File: config.mk
export PLATFORM = sky130hd
export DESIGN_NAME = mem_arbiter
export DESIGN_NICKNAME = d
export VERILOG_FILES = /design/src/rtl/sys_defs.sv /design/src/rtl/mem_tag_table.sv /design/src/rtl/mem_arbiter.sv
export SDC_FILE = /design/constraint.sdc
export NUM_CORES = 1
export LEC_CHECK = 0
export ABC_AREA = 1
export CELL_PAD_IN_SITES_DETAIL_PLACEMENT = 1
export CELL_PAD_IN_SITES_GLOBAL_PLACEMENT = 1
export CORE_AREA = 2 2 174 176
export CTS_CLUSTER_SIZE = 40
export DETAILED_ROUTE_END_ITERATION = 8
export DIE_AREA = 0 0 176 178
export GPL_TIMING_DRIVEN = 0
export PLACE_DENSITY = 0.7
export SLEW_MARGIN = 20
export SYNTH_ARGS = -nofsm -noshare
export SYNTH_HDL_FRONTEND = slang
export SYNTH_SLANG_ARGS = --single-unit
File: constraint.sdc
create_clock -name clock -period 2.9 [get_ports clock]
set_input_delay 0.29 -clock clock [delete_from_list [all_inputs] [get_ports clock]]
set_output_delay 0.29 -clock clock [all_outputs]
set_load 0.02 [all_outputs]
File: src/rtl/sys_defs.sv
// Shared memory-interface types used by the fetch/dcache side and the memory arbiter.
package sys_defs;

  typedef logic [31:0] ADDR;
  typedef logic [63:0] MEM_BLOCK;
  typedef logic [3:0]  MEM_TAG;

  typedef enum logic [1:0] {
    MEM_NONE  = 2'h0,
    MEM_LOAD  = 2'h1,
    MEM_STORE = 2'h2
  } MEM_COMMAND;

  typedef enum logic {
    REQ_IC = 1'b0,
    REQ_DC = 1'b1
  } MEM_REQUESTER;

  typedef struct packed {
    logic         valid;
    MEM_REQUESTER owner;
  } MEM_OWNER_ENTRY;

endpackage

File: src/rtl/mem_tag_table.sv
// Owner table for in-flight memory load tags: one write port, one clear port,
// one lookup port. A write to the same tag as a clear in the same cycle wins.
module mem_tag_table
  import sys_defs::*;
#(
  parameter int NUM_TAGS = 16
) (
  input  logic           clock,
  input  logic           reset,
  input  logic           wr_en,
  input  MEM_TAG         wr_tag,
  input  MEM_REQUESTER   wr_owner,
  input  logic           clr_en,
  input  MEM_TAG         clr_tag,
  input  MEM_TAG         rd_tag,
  output MEM_OWNER_ENTRY rd_entry
);

  MEM_OWNER_ENTRY entries [NUM_TAGS];

  // Entry 0 is reserved ("no tag") and is never written after reset.
  always_ff @(posedge clock or negedge reset) begin
    if (!reset) begin
      for (int i = 0; i < NUM_TAGS; i++) begin
        entries[i] <= '{valid: 1'b0, owner: REQ_IC};
      end
    end else begin
      for (int i = 1; i < NUM_TAGS; i++) begin
        if (wr_en && wr_tag == MEM_TAG'(i)) begin
          entries[i] <= '{valid: 1'b1, owner: wr_owner};
        end else if (clr_en && clr_tag == MEM_TAG'(i)) begin
          entries[i].valid <= 1'b0;
        end
      end
    end
  end

  // NUM_TAGS is expected to cover the full MEM_TAG range.
  assign rd_entry = entries[rd_tag];

endmodule

File: src/rtl/mem_arbiter.sv
// Shares the single memory port between the icache fill path and the dcache,
// tracks load-tag ownership and routes returned data back to its requester.
module mem_arbiter
  import sys_defs::*;
#(
  parameter int NUM_TAGS        = 16,
  parameter int STARVE_LIMIT    = 4,
  parameter int MAX_OUTSTANDING = 8
) (
  input  logic       clock,
  input  logic       reset,
  input  logic       ic_req_valid_i,
  input  ADDR        ic_req_addr_i,
  output logic       ic_req_accept_o,
  output MEM_TAG     ic_req_tag_o,
  output logic       ic_resp_valid_o,
  output MEM_TAG     ic_resp_tag_o,
  output MEM_BLOCK   ic_resp_data_o,
  input  logic       dc_req_valid_i,
  input  MEM_COMMAND dc_req_cmd_i,
  input  ADDR        dc_req_addr_i,
  input  MEM_BLOCK   dc_req_data_i,
  output logic       dc_req_accept_o,
  output MEM_TAG     dc_req_tag_o,
  output logic       dc_resp_valid_o,
  output MEM_TAG     dc_resp_tag_o,
  output MEM_BLOCK   dc_resp_data_o,
  output MEM_COMMAND proc2mem_command_o,
  output ADDR        proc2mem_addr_o,
  output MEM_BLOCK   proc2mem_data_o,
  input  MEM_TAG     mem2proc_transaction_tag_i,
  input  MEM_BLOCK   mem2proc_data_i,
  input  MEM_TAG     mem2proc_data_tag_i,
  output logic       orphan_err_o
);

  localparam int SW = $clog2(STARVE_LIMIT + 1);
  localparam int OW = $clog2(MAX_OUTSTANDING + 1);

  logic [SW-1:0]  starve_cnt, starve_nxt;
  logic [OW-1:0]  ic_cnt, ic_cnt_nxt, dc_cnt, dc_cnt_nxt;
  logic           orphan_q;

  logic           ic_elig, dc_elig, dc_is_store;
  logic           ic_wins, dc_wins, mem_ok;
  logic           ic_accept, dc_accept, dc_load_accept;
  logic           resp_present, resp_hit, orphan;
  MEM_OWNER_ENTRY rd_entry;

  assign dc_is_store = (dc_req_cmd_i == MEM_STORE);
  assign ic_elig     = ic_req_valid_i && (ic_cnt < OW'(MAX_OUTSTANDING));
  // Stores never hold a tag, so the outstanding cap does not apply to them.
  assign dc_elig     = dc_req_valid_i && (dc_req_cmd_i != MEM_NONE) &&
                       (dc_is_store || (dc_cnt < OW'(MAX_OUTSTANDING)));

  assign ic_wins = ic_elig && (!dc_elig || (starve_cnt == SW'(STARVE_LIMIT)));
  assign dc_wins = dc_elig && !ic_wins;

  assign mem_ok         = (mem2proc_transaction_tag_i != '0);
  assign ic_accept      = ic_wins && mem_ok;
  assign dc_accept      = dc_wins && mem_ok;
  assign dc_load_accept = dc_accept && !dc_is_store;

  assign ic_req_accept_o = ic_accept;
  assign dc_req_accept_o = dc_accept;
  assign ic_req_tag_o    = mem2proc_transaction_tag_i;
  assign dc_req_tag_o    = mem2proc_transaction_tag_i;

  always_comb begin
    proc2mem_command_o = MEM_NONE;
    proc2mem_addr_o    = '0;
    proc2mem_data_o    = '0;
    if (ic_wins) begin
      proc2mem_command_o = MEM_LOAD;
      proc2mem_addr_o    = ic_req_addr_i;
    end else if (dc_wins) begin
      proc2mem_command_o = dc_req_cmd_i;
      proc2mem_addr_o    = dc_req_addr_i;
      proc2mem_data_o    = dc_req_data_i;
    end
  end

  mem_tag_table #(.NUM_TAGS(NUM_TAGS)) u_tag_table (
    .clock    (clock),
    .reset    (reset),
    .wr_en    (ic_accept || dc_load_accept),
    .wr_tag   (mem2proc_transaction_tag_i),
    .wr_owner (ic_wins ? REQ_IC : REQ_DC),
    .clr_en   (resp_hit),
    .clr_tag  (mem2proc_data_tag_i),
    .rd_tag   (mem2proc_data_tag_i),
    .rd_entry (rd_entry)
  );

  assign resp_present = (mem2proc_data_tag_i != '0);
  assign resp_hit     = resp_present && rd_entry.valid;
  assign orphan       = resp_present && !rd_entry.valid;

  assign ic_resp_valid_o = resp_hit && (rd_entry.owner == REQ_IC);
  assign dc_resp_valid_o = resp_hit && (rd_entry.owner == REQ_DC);
  assign ic_resp_tag_o   = ic_resp_valid_o ? mem2proc_data_tag_i : '0;
  assign dc_resp_tag_o   = dc_resp_valid_o ? mem2proc_data_tag_i : '0;
  assign ic_resp_data_o  = ic_resp_valid_o ? mem2proc_data_i : '0;
  assign dc_resp_data_o  = dc_resp_valid_o ? mem2proc_data_i : '0;
  assign orphan_err_o    = orphan_q;

  always_comb begin
    ic_cnt_nxt = ic_cnt;
    if (ic_accept && !ic_resp_valid_o)      ic_cnt_nxt = ic_cnt + 1'b1;
    else if (!ic_accept && ic_resp_valid_o) ic_cnt_nxt = ic_cnt - 1'b1;
  end

  always_comb begin
    dc_cnt_nxt = dc_cnt;
    if (dc_load_accept && !dc_resp_valid_o)      dc_cnt_nxt = dc_cnt + 1'b1;
    else if (!dc_load_accept && dc_resp_valid_o) dc_cnt_nxt = dc_cnt - 1'b1;
  end

  // An icache rejection holds the count so icache keeps its turn.
  always_comb begin
    starve_nxt = starve_cnt;
    if (!ic_req_valid_i || ic_accept) begin
      starve_nxt = '0;
    end else if (ic_elig && dc_wins && (starve_cnt != SW'(STARVE_LIMIT))) begin
      starve_nxt = starve_cnt + 1'b1;
    end
  end

  always_ff @(posedge clock or negedge reset) begin
    if (!reset) begin
      starve_cnt <= '0;
      ic_cnt     <= '0;
      dc_cnt     <= '0;
      orphan_q   <= 1'b0;
    end else begin
      starve_cnt <= starve_nxt;
      ic_cnt     <= ic_cnt_nxt;
      dc_cnt     <= dc_cnt_nxt;
      orphan_q   <= orphan_q | orphan;
    end
  end

endmodule

==> impl_metrics.prom <==
# TYPE chip_impl_metric gauge
chip_impl_info{name="status",value="finished clean"} 1
chip_impl_info{name="cts_tree",value="yes"} 1
chip_impl_metric{name="synth_fp_nets",unit=""} 960
chip_impl_metric{name="placeableCoreArea",unit="mm²"} 0.0294
chip_impl_metric{name="syn-instance-count",unit=""} 744
chip_impl_metric{name="nNetsFinal",unit=""} 1426
chip_impl_metric{name="synth_seq_cells",unit=""} 42
chip_impl_metric{name="final_cell_area",unit="mm²"} 0.00974
chip_impl_metric{name="rows",unit=""} 63
chip_impl_metric{name="globalplace.congestion",unit=""} 0.922
chip_impl_info{name="most_instantiated_library_cell_after_synthesis",value="sky130_fd_sc_hd__nor2_1"} 1
chip_impl_metric{name="crit_path_max_fo",unit=""} 10
chip_impl_info{name="worst_path_class_setup",value="in -> out"} 1
chip_impl_metric{name="initial_antenna_violation_count",unit=""} 2
chip_impl_info{name="setup_repair_after_global_routing_missed_its_margin",value="no"} 1
chip_impl_metric{name="critical_path_required_time",unit="ps"} 2610
chip_impl_metric{name="largest_net_degree_at_the_start_of_global_routing",unit=""} 29
chip_impl_metric{name="dp_hpwl",unit="mm"} 27.1
chip_impl_info{name="worst_hold_path_type",value="reg -> reg"} 1
chip_impl_metric{name="cp.arrival",unit="ps"} 2460
chip_impl_metric{name="number_of_different_library_cells_in_the_post_synthesis_netlist",unit=""} 27
chip_impl_metric{name="route.detailed.vias_per_inst",unit=""} 3.96
chip_impl_metric{name="detail_route.iter0.violations",unit=""} 126
chip_impl_metric{name="final_max_slew_viol_count",unit=""} 0
chip_impl_metric{name="wl_per_cell",unit="µm"} 18.6
chip_impl_info{name="crit_path_leading_delay_family",value="buffers and inverters"} 1
chip_impl_metric{name="seq_area_frac_synth",unit=""} 0.241
chip_impl_metric{name="synth_largest_type_area_fraction",unit=""} 0.241
chip_impl_metric{name="power_density",unit="mW/mm²"} 550
chip_impl_metric{name="setup-violations-final",unit=""} 0
chip_impl_info{name="cpMaxStageDelayCell",value="sky130_fd_sc_hd__clkdlybuf4s50_1"} 1
chip_impl_metric{name="wl",unit="mm"} 29.8
chip_impl_metric{name="ios",unit=""} 453
chip_impl_metric{name="globalRoute.totalOverflow",unit=""} 0
chip_impl_metric{name="total_leakage_power",unit="nW"} 4.79
chip_impl_metric{name="clockBufferDepth",unit=""} 2
chip_impl_info{name="yosys.area.top_type",value="sky130_fd_sc_hd__dfrtp_1"} 1
chip_impl_info{name="cts-root-buf",value="sky130_fd_sc_hd__clkbuf_16"} 1
chip_impl_metric{name="overall_routing_resource_usage",unit=""} 0.181
chip_impl_metric{name="worst_slew_margin_rel",unit=""} 0.690
chip_impl_metric{name="post-place-ws",unit="ps"} -705
chip_impl_metric{name="cts_buffers",unit=""} 5
chip_impl_metric{name="use_met1",unit=""} 0.165
chip_impl_info{name="netlist_top_cells_count",value="sky130_fd_sc_hd__nor2_1 (207), sky130_fd_sc_hd__inv_1 (157), sky130_fd_sc_hd__nand2_1 (146), sky130_fd_sc_hd__dfrtp_1 (42), sky130_fd_sc_hd__a22o_1 (32)"} 1
chip_impl_metric{name="clock_sinks",unit=""} 42
chip_impl_metric{name="layout_setup_ws",unit="ps"} 151
chip_impl_metric{name="insertion_delay_to_the_later_sink_of_the_worst_skew_pair",unit="ps"} 280
chip_impl_metric{name="dpl-instance-area",unit="mm²"} 0.00939
chip_impl_info{name="timing.critical_path.cells",value="clkdlybuf4s50_1 > nand3_1 > nand2_2 > o21ai_4 > clkbuf_2 > clkbuf_2 > nor2_1 > clkdlybuf4s50_1"} 1
chip_impl_metric{name="worst_slew_pin_slew",unit="ps"} 468
chip_impl_metric{name="final_count_of_hold_timing_violations",unit=""} 0
chip_impl_metric{name="final_min_period_over_clock_period",unit=""} 0.948
chip_impl_metric{name="syn_to_final_growth",unit="%"} 123
chip_impl_metric{name="drt-pass1-iter-count",unit=""} 4
chip_impl_info{name="yosys_most_used_dff",value="sky130_fd_sc_hd__dfrtp_1"} 1
chip_impl_metric{name="chipWidth",unit="µm"} 176
chip_impl_metric{name="grt_pass1_vias",unit=""} 6801
chip_impl_metric{name="first_pass_grt_wire_length",unit="mm"} 42.0
chip_impl_metric{name="depth_of_the_critical_timing_path_with_buffers_and_inverters_included",unit=""} 8
chip_impl_metric{name="slowest_delay",unit="ps"} 660
chip_impl_metric{name="async_sr_flop_fraction",unit=""} 1.00
chip_impl_metric{name="grt_util_met3",unit=""} 0.0396
chip_impl_metric{name="numPortBuffers",unit=""} 452
chip_impl_metric{name="p_total",unit="mW"} 5.36
chip_impl_info{name="cp-end-kind",value="output pin"} 1
chip_impl_info{name="yosys-top-cells-area",value="sky130_fd_sc_hd__dfrtp_1 (24%), sky130_fd_sc_hd__nor2_1 (18%), sky130_fd_sc_hd__inv_1 (13%), sky130_fd_sc_hd__nand2_1 (13%), sky130_fd_sc_hd__a22o_1 (6.4%)"} 1
chip_impl_metric{name="htree_levels",unit=""} 2
chip_impl_metric{name="via_total_after_detailed_routing",unit=""} 6336
chip_impl_info{name="grt-busiest-layer",value="met2"} 1
chip_impl_metric{name="hold_path_depth",unit=""} 1
chip_impl_metric{name="achievable-frequency",unit="GHz"} 0.364
chip_impl_metric{name="finalCriticalPeriod",unit="ps"} 2750
chip_impl_info{name="crit_path_start_kind",value="input port"} 1
chip_impl_metric{name="setup-tns-final",unit="ps"} 0
chip_impl_metric{name="global_route.usage.met2",unit=""} 0.372
chip_impl_metric{name="share_of_post_route_cells_with_drive_strength_above_1",unit=""} 0.0933
chip_impl_metric{name="synth_enable_flop_cells",unit=""} 0
chip_impl_metric{name="fin_skew",unit="ps"} 5.97
chip_impl_metric{name="finalCoreUtilization",unit=""} 0.331
chip_impl_metric{name="die_y",unit="µm"} 178
chip_impl_metric{name="number_of_buffers_and_inverters_on_the_critical_path",unit=""} 4
chip_impl_metric{name="reg2reg_depth",unit=""} 18
chip_impl_metric{name="initial_core_util",unit=""} 0.149
chip_impl_metric{name="dieArea",unit="mm²"} 0.0313
chip_impl_metric{name="ir_worst_vdd",unit="V"} 0.000242
chip_impl_metric{name="drt.antenna.violating_nets",unit=""} 0
chip_impl_metric{name="syn-cell-area",unit="mm²"} 0.00437
chip_impl_metric{name="ys.warnings.count",unit=""} 2
chip_impl_metric{name="drt_drc_violations_left",unit=""} 0
chip_impl_metric{name="timing.max_cap.violations",unit=""} 0
chip_impl_metric{name="path_clk_slew",unit="ps"} 60
chip_impl_metric{name="syn_area_per_cell",unit="µm²"} 5.87
[cells by family after synthesis]
| logic type | Yosys count | share of synthesized area |
|---|---|---|
| buf+inv | 203 | 0.210 |
| compound gates | 60 | 0.0968 |
| flops | 42 | 0.241 |
| simple gates | 420 | 0.401 |
| fa+ha+maj | 10 | 0.0321 |
| xor+xnor | 7 | 0.0140 |
| mux | 2 | 0.00516 |
[final timing paths]
| path | to | from | slack (ps) |
|---|---|---|---|
| max in group asynchronous | u_tag_table.entries[24] | reset | 1960 |
| min in group asynchronous | u_tag_table.entries[8] | reset | 460 |
| worst min register to register | orphan_err_o | orphan_err_o | 450 |
| worst max register to register | dc_cnt[3] | u_tag_table.entries[13] | 240 |
| worst max-delay path | proc2mem_data_o[57] | dc_req_cmd_i[0] | 150 |
| worst min-delay path | orphan_err_o | orphan_err_o | 450 |
[routing by layer]
layer	wire (µm)	part of all wire
met5	0	0
met4	1630	0.055
met3	2040	0.069
met2	16400	0.55
met1	9760	0.33
[worst reg2reg max path: cells and delay by family, from the launching register on]
family / cells / cell delay, ps
compound gates: 3 / 380
xor+xnor: 1 / 160
fa+ha+maj: 2 / 500
buf+inv: 3 / 310
flops: 1 / 380
simple gates: 9 / 810
[report_power, final]
part           total, mW  leakage (nW)  switching (mW)  internal, mW
Clock              0.629        0.0781           0.222         0.407
Sequential          1.00         0.512           0.153         0.852
Combinational       3.72          4.20            2.04          1.69
[flip-flops by register name, indices dropped and copies added, names as in the netlist]
register,count
dc_cnt,4
orphan_err_o,1
u_tag_table.entries,30
ic_cnt,4
starve_cnt,3
[layout make-up]
| class | instances | area (µm²) |
|---|---|---|
| clock buffers | 7 | 133 |
| fillers | 3699 | 19700 |
| flip-flops and latches | 42 | 1050 |
| multi-input cells | 499 | 2460 |
| repair buffers | 460 | 4610 |
| inverters | 161 | 609 |
| plain buffers | 41 | 355 |
| well taps | 390 | 488 |
| clock inverters | 1 | 30.0 |
| diodes | 1 | 2.50 |
[metrics by stage]
stage / hold slack [ps] / instances
finish: 455 / 1602
global route: 478 / 1602
CTS: 461 / 1597
detailed placement: 245 / 1587
global placement: 446 / 1586
floorplan: -5.59 / 744
[cell usage in the layout, fill, tap and decap left out, types with 5 or more instances in the layout]
cell and count:
sky130_fd_sc_hd__buf_4 13, sky130_fd_sc_hd__nand2_2 7, sky130_fd_sc_hd__clkdlybuf4s50_1 426, sky130_fd_sc_hd__clkbuf_16 5
sky130_fd_sc_hd__a21oi_1 5, sky130_fd_sc_hd__dfrtp_1 42, sky130_fd_sc_hd__o21ai_0 20, sky130_fd_sc_hd__dlymetal6s2s_1 11
sky130_fd_sc_hd__clkbuf_2 8, sky130_fd_sc_hd__inv_2 5, sky130_fd_sc_hd__nor2_2 29, sky130_fd_sc_hd__nand2_1 141
sky130_fd_sc_hd__inv_1 154, sky130_fd_sc_hd__buf_2 7, sky130_fd_sc_hd__dlygate4sd2_1 12, sky130_fd_sc_hd__a22o_1 32
sky130_fd_sc_hd__ha_1 8, sky130_fd_sc_hd__nor2_1 204, sky130_fd_sc_hd__buf_6 14, sky130_fd_sc_hd__nand3_1 28
[timing repair]
action	CTS	global route
hold endpoints to repair	14	0
buffers inserted	2	4
gates resized for setup	42	32
hold buffers	1	0
pin swaps	1	2
setup endpoints to repair	220	101
(Power assumes the default switching activity.)
